**src/rtl/mem_arbiter_pkg.sv**
```systemverilog
// Shared types and constants for the two-port memory arbiter.
// State encoding, default bus widths and access counter width.
package mem_arbiter_pkg;

   typedef enum logic [1:0] {
      IDLE = 2'd0,
      OWN0 = 2'd1,
      OWN1 = 2'd2
   } arb_state_t;

   localparam int DEF_AW = 16;
   localparam int DEF_DW = 32;
   localparam int CNT_W  = 16;

endpackage

```
**src/rtl/arb_burst_counter.sv**
```systemverilog
// Counts accesses in the current ownership burst and flags the limit.
// Saturates at MAX_BURST-1 so a long solo burst hands over promptly.
module arb_burst_counter #(
   parameter int MAX_BURST = 8,
   localparam int BW = $clog2(MAX_BURST) + 1
) (
   input  logic clk,
   input  logic reset,
   input  logic clr,
   input  logic inc,
   output logic at_limit
);

   logic [BW-1:0] count;

   assign at_limit = (count == BW'(MAX_BURST - 1));

   always_ff @(posedge clk) begin
      if (!reset) begin
         count <= '0;
      end else if (clr) begin
         count <= '0;
      end else if (inc && !at_limit) begin
         count <= count + 1'b1;
      end
   end

endmodule

```
**src/rtl/mem_arbiter.sv**
```systemverilog
// Burst arbiter sharing one memory between the CPU (port 0) and a loader.
// Define MEM_ARB_STATS_EN to build the per-port access counters.
module mem_arbiter
   import mem_arbiter_pkg::*;
#(
   parameter int AW        = DEF_AW,
   parameter int DW        = DEF_DW,
   parameter int MAX_BURST = 8
) (
   input  logic             clk,
   input  logic             reset,
   input  logic             req0,
   input  logic             req1,
   input  logic             we0,
   input  logic             we1,
   input  logic [AW-1:0]    addr0,
   input  logic [AW-1:0]    addr1,
   input  logic [DW-1:0]    wdata0,
   input  logic [DW-1:0]    wdata1,
   output logic             gnt0,
   output logic             gnt1,
   output logic [DW-1:0]    rdata,
   output logic             rvalid0,
   output logic             rvalid1,
   output logic             cpu_stall,
   output logic             mem_we,
   output logic [AW-1:0]    mem_a,
   output logic [DW-1:0]    mem_d,
   input  logic [DW-1:0]    mem_spo,
   output logic [CNT_W-1:0] acc_cnt0,
   output logic [CNT_W-1:0] acc_cnt1
);

   arb_state_t state;
   arb_state_t next_state;
   logic       last;
   logic       acc0;
   logic       acc1;
   logic       at_limit;
   logic       state_chg;

   assign acc0      = (state == OWN0) && req0;
   assign acc1      = (state == OWN1) && req1;
   assign state_chg = (next_state != state);
   assign cpu_stall = req0 & ~gnt0;

   arb_burst_counter #(
      .MAX_BURST(MAX_BURST)
   ) u_burst (
      .clk      (clk),
      .reset    (reset),
      .clr      (state_chg),
      .inc      (acc0 | acc1),
      .at_limit (at_limit)
   );

   always_comb begin
      next_state = state;
      unique case (state)
         IDLE: begin
            if (req0 && req1) begin
               next_state = last ? OWN0 : OWN1;
            end else if (req0) begin
               next_state = OWN0;
            end else if (req1) begin
               next_state = OWN1;
            end
         end
         OWN0: begin
            if (!req0) begin
               next_state = req1 ? OWN1 : IDLE;
            end else if (at_limit && req1) begin
               next_state = OWN1;
            end
         end
         OWN1: begin
            if (!req1) begin
               next_state = req0 ? OWN0 : IDLE;
            end else if (at_limit && req0) begin
               next_state = OWN0;
            end
         end
         default: next_state = IDLE;
      endcase
   end

   // Memory port is driven only while the owner actually requests.
   always_comb begin
      mem_we = 1'b0;
      mem_a  = '0;
      mem_d  = '0;
      if (acc0) begin
         mem_we = we0;
         mem_a  = addr0;
         mem_d  = wdata0;
      end else if (acc1) begin
         mem_we = we1;
         mem_a  = addr1;
         mem_d  = wdata1;
      end
   end

   always_ff @(posedge clk) begin
      if (!reset) begin
         state   <= IDLE;
         gnt0    <= 1'b0;
         gnt1    <= 1'b0;
         last    <= 1'b1;
         rvalid0 <= 1'b0;
         rvalid1 <= 1'b0;
         rdata   <= '0;
      end else begin
         state   <= next_state;
         gnt0    <= (next_state == OWN0);
         gnt1    <= (next_state == OWN1);
         rvalid0 <= acc0 & ~we0;
         rvalid1 <= acc1 & ~we1;
         if (next_state == OWN0) begin
            last <= 1'b0;
         end else if (next_state == OWN1) begin
            last <= 1'b1;
         end
         if ((acc0 & ~we0) | (acc1 & ~we1)) begin
            rdata <= mem_spo;
         end
      end
   end

`ifdef MEM_ARB_STATS_EN
   logic [CNT_W-1:0] cnt0;
   logic [CNT_W-1:0] cnt1;

   always_ff @(posedge clk) begin
      if (!reset) begin
         cnt0 <= '0;
         cnt1 <= '0;
      end else begin
         if (acc0) begin
            cnt0 <= cnt0 + 1'b1;
         end
         if (acc1) begin
            cnt1 <= cnt1 + 1'b1;
         end
      end
   end

   assign acc_cnt0 = cnt0;
   assign acc_cnt1 = cnt1;
`else
   assign acc_cnt0 = '0;
   assign acc_cnt1 = '0;
`endif

endmodule

```
**config.mk**
```make
export PLATFORM = sky130hd
export DESIGN_NAME = mem_arbiter
export DESIGN_NICKNAME = d
export VERILOG_FILES = /design/src/rtl/mem_arbiter_pkg.sv /design/src/rtl/arb_burst_counter.sv /design/src/rtl/mem_arbiter.sv
export SDC_FILE = /design/constraint.sdc
export NUM_CORES = 1
export LEC_CHECK = 0
export CAP_MARGIN = 20
export CORE_MARGIN = 4
export CORE_UTILIZATION = 27
export CTS_CLUSTER_SIZE = 12
export DETAILED_ROUTE_END_ITERATION = 12
export GPL_TIMING_DRIVEN = 0
export PLACE_DENSITY = 0.86
export SYNTH_ARGS = -nofsm -noshare
export SYNTH_HDL_FRONTEND = slang
export SYNTH_SLANG_ARGS = --single-unit
```
**constraint.sdc**
```tcl
create_clock -name clk -period 1.9 [get_ports clk]
set_clock_uncertainty 0.2 [all_clocks]
set_input_delay 0.19 -clock clk [delete_from_list [all_inputs] [get_ports clk]]
set_output_delay 0.19 -clock clk [all_outputs]
set_load 0.02 [all_outputs]
```
==> results.md <==
- Register area share after synthesis: 34.16%
- Failing checks: negative setup slack
- Site Rows: 34
- Initial Utilization: between 20% and 30%
- Worst-path fanout max: 4
- Cell family with most CP delay: simple AND/OR/NAND/NOR gates
- P per Cell Area: approximately 480 mW/mm²
- Initial antenna violation count: 0
- Clock Tree Buf Depth: 2
- Synth warn: 0
- Area delta synth->final: 111.8%
- Final min period: slightly above 2000 ps
- Internal Pwr Total: ~1.9 mW
- Detailed Place HPWL: 9238 µm
- Crit path DAT: roughly 2000 ps
- Setup TNS: -2501 ps
- Cell area after layout: ~0.0053 mm²
- Top Ports: 252
- Flop-to-flop setup slack: -160 ps
- Placed Cells incl. Taps: ~660
- Hold buffer count at CTS: 0
- TritonCTS clock tree: done
- Slew Viols, Final: 0
- Outcome: finished with violations
- Crit share post-route: 108.3%
- Max_cap viols: 0
- Reg2reg end: last
- RSZ-0062 raised after global routing: yes
- Buffers on Ports: roughly 220
- CP max stage cell: dfxtp_2
- Area of the core: between 0.008 and 0.009 mm²
- Die span in y: around 100 µm
- Drt total wl: between 10000 and 15000 µm
- Vias in the first global route: 3184
- Comb power frac: 36.4%
- Post-route insts no fill: ~680
- Cells after synthesis: roughly 300
- CP Launch Point: u_burst.count[1]
- Clk pwr share: a little over a quarter
- Yosys top cell area share: around a third
- Worst path buffer plus inverter count: 1
- TritonRoute pass-1 iters: 4
- Levels on crit path: 8
- Wire per inst: about 17 µm
- Clock slew at reported path FFs: around 80 ps
- Pleak: 2.256 nW
- Post-synthesis register bit count: 43
- Sw Share: 27.48%
- Crit path launch type: flip-flop
- Worst path most repeated cell: ha_4
- Worst setup margin: -157.4 ps
- GR Overflow Total: 0
- Worst setup EP type: flip-flop
- DRC: 0
- Post-synth top cells: nand2_1, a22o_1, dfxtp_1, buf_4, a21boi_1
- Worst Setup Path Type: reg2reg
- Total design power: roughly 2.6 mW
- Synth top area cells: dfxtp_1, a22o_1, nand2_1, buf_4, a21boi_1
- Critical Path Sink: last
- ANT nets after route: 0
- Max IR drop VDD: between 300 and 400 µV
- Final hold violations: 0
- Hold Path Class: in2reg
- Yosys top cell by area: dfxtp_1
- FF-to-FF path depth: 8
- Fmax: around 500 MHz
- Diode count: 0
- Layout cell share with drive strength beyond 1: between 20% and 30%
- Number of sinks on the clock net: 43
- Synthesized area per cell: about 8.5 µm²
- All-Layer GR Usage: approximately a fifth
- First-pass GRT wire length: 17200 µm
- Synth Cell Area: 0.002520 mm²
- H-tree Lvls: 2
- Netlist cell types: 33
- Vias per inst: approximately 4.6
- Gpl congestion: 0.8667
- Cts bufs inserted: 5
- Critical path cell sequence: ha_4, and3b_2, mux2i_2, nor3_2, inv_1, ha_4, mux2i_1, nand2_1
- Fin nets: 706
- Sequential Power Share: between 30 and 40%
- Top_reg_cell synth: dfxtp_1
- CP max stage delay: 340 ps
- EDFF count, synth: 0
- Dpl cell area: 0.004964 mm²
- DIE AREA: between 0.01 and 0.015 mm²
- First DRT Iteration DRCs: approximately 130
- Most common cell in the netlist: nand2_1
- Die X: between 100 and 150 µm
- Final hold slack: 12.16 ps
- Async SR Flop Fraction: 0%
- Reg2reg start: u_burst.count[1]
- Sw Pwr: 703.2 µW
- Vias post-DR: between 3000 and 4000
- Clock root cell: clkbuf_8
- CP Data Required Time: between 1500 and 2000 ps
- Largest net degree at the start of global routing: 13
- Clk Latency, worst-skew pair: approximately 280 ps
- Setup violators final: 33
routing by layer:
metal	share of wire, %	vias up	track usage [%]
met3	6.2	14	4.562
met4	1.5	0	4.311
met1	39	1456	21.72
li1	-	1519	-
met2	54	137	37.13
met5	0	-	0
stage by stage:
step,util [%],setup slack (ps)
6_report,60.02,-157.4
5_1_grt,60.02,-279.4
4_1_cts,59.46,-170.2
3_5_place_dp,55.83,-975.0
3_3_place_gp,55.83,-977.4
2_1_floorplan,-,-84.13
worst min-delay path by stage:
stage | to | slack (ps) | start | cells past startpoint
finish | last | 10 | reset | 2
global route | last | 20 | reset | 2
CTS | last | 3 | reset | 2
detailed placement | rdata[12] | 240 | rdata[12] | 2
global placement | rdata[19] | 240 | rdata[19] | 2
floorplan | rvalid0 | 70 | we0 | 1
power groups by stage:
stage	Combinational, mW	Clock [mW]	Sequential (mW)
after floorplan	0.358	0	0.997
after global routing	0.987	0.740	0.952
after global placement	0.856	0	0.966
after detailed placement	0.870	0	0.967
after CTS	0.922	0.698	0.947
final	0.932	0.678	0.948
layout by cell type, fill, tap and decap left out, drive strengths merged, types with 3 or more instances in the layout:
cell type	instances
a22o	50
clkdlybuf4s50	167
inv	4
buf	102
dfxtp	43
nand2	70
nand3b	3
a21boi	32
conb	32
mux2i	4
clkbuf	19
and3b	4
ha	3
nor2	5
and2	4
clkdlybuf4s15	5
worst reg2reg max path, delay by kind of cell (launching register included):
kind	cells	cell delay [ps]
fa+ha+maj	2	440
buf+inv	1	110
flops	1	340
mux	2	330
simple gates	3	520
layout make-up:
type | count | area [µm²]
Tap cell | 108 | 135.1
Buffer | 53 | 429.2
Clock buffer | 6 | 72.57
Timing Repair Buffer | 236 | 2332
Clock inverter | 1 | 30.03
Inverter | 4 | 15.01
Sequential cell | 43 | 864.6
Fill cell | 763 | 3555
Multi-Input combinational cell | 226 | 1458
logic make-up (layout without fill, tap and decap cells):
logic type | Yosys count | count (layout) | synth area share, %
muxes | 4 | 4 | 1.589
AOI/OAI and AO/OA | 92 | 92 | 30.14
xor gates and xnor gates | 2 | 2 | 0.6953
DFF | 43 | 43 | 34.16
adders and majority gates | 3 | 3 | 1.490
buffers and inverters | 61 | 300 | 15.94
and+or+nand+nor | 92 | 93 | 15.84
other | 1 | 32 | 0.1488
timing repair:
action | in CTS | in global routing
cloned | 6 | 0
gates resized for setup | 307 | 4
pin swaps | 36 | 5
buffers inserted | 6 | 7
setup endpoints to repair | 52 | 86
sequential cells by signal, indices dropped and copies added, names as in the netlist:
name / cells
gnt0: 1
rvalid1: 1
rvalid0: 1
gnt1: 1
u_burst.count: 4
rdata: 32
state: 2
last: 1
Note: power is estimated with default switching activity, not from simulation.
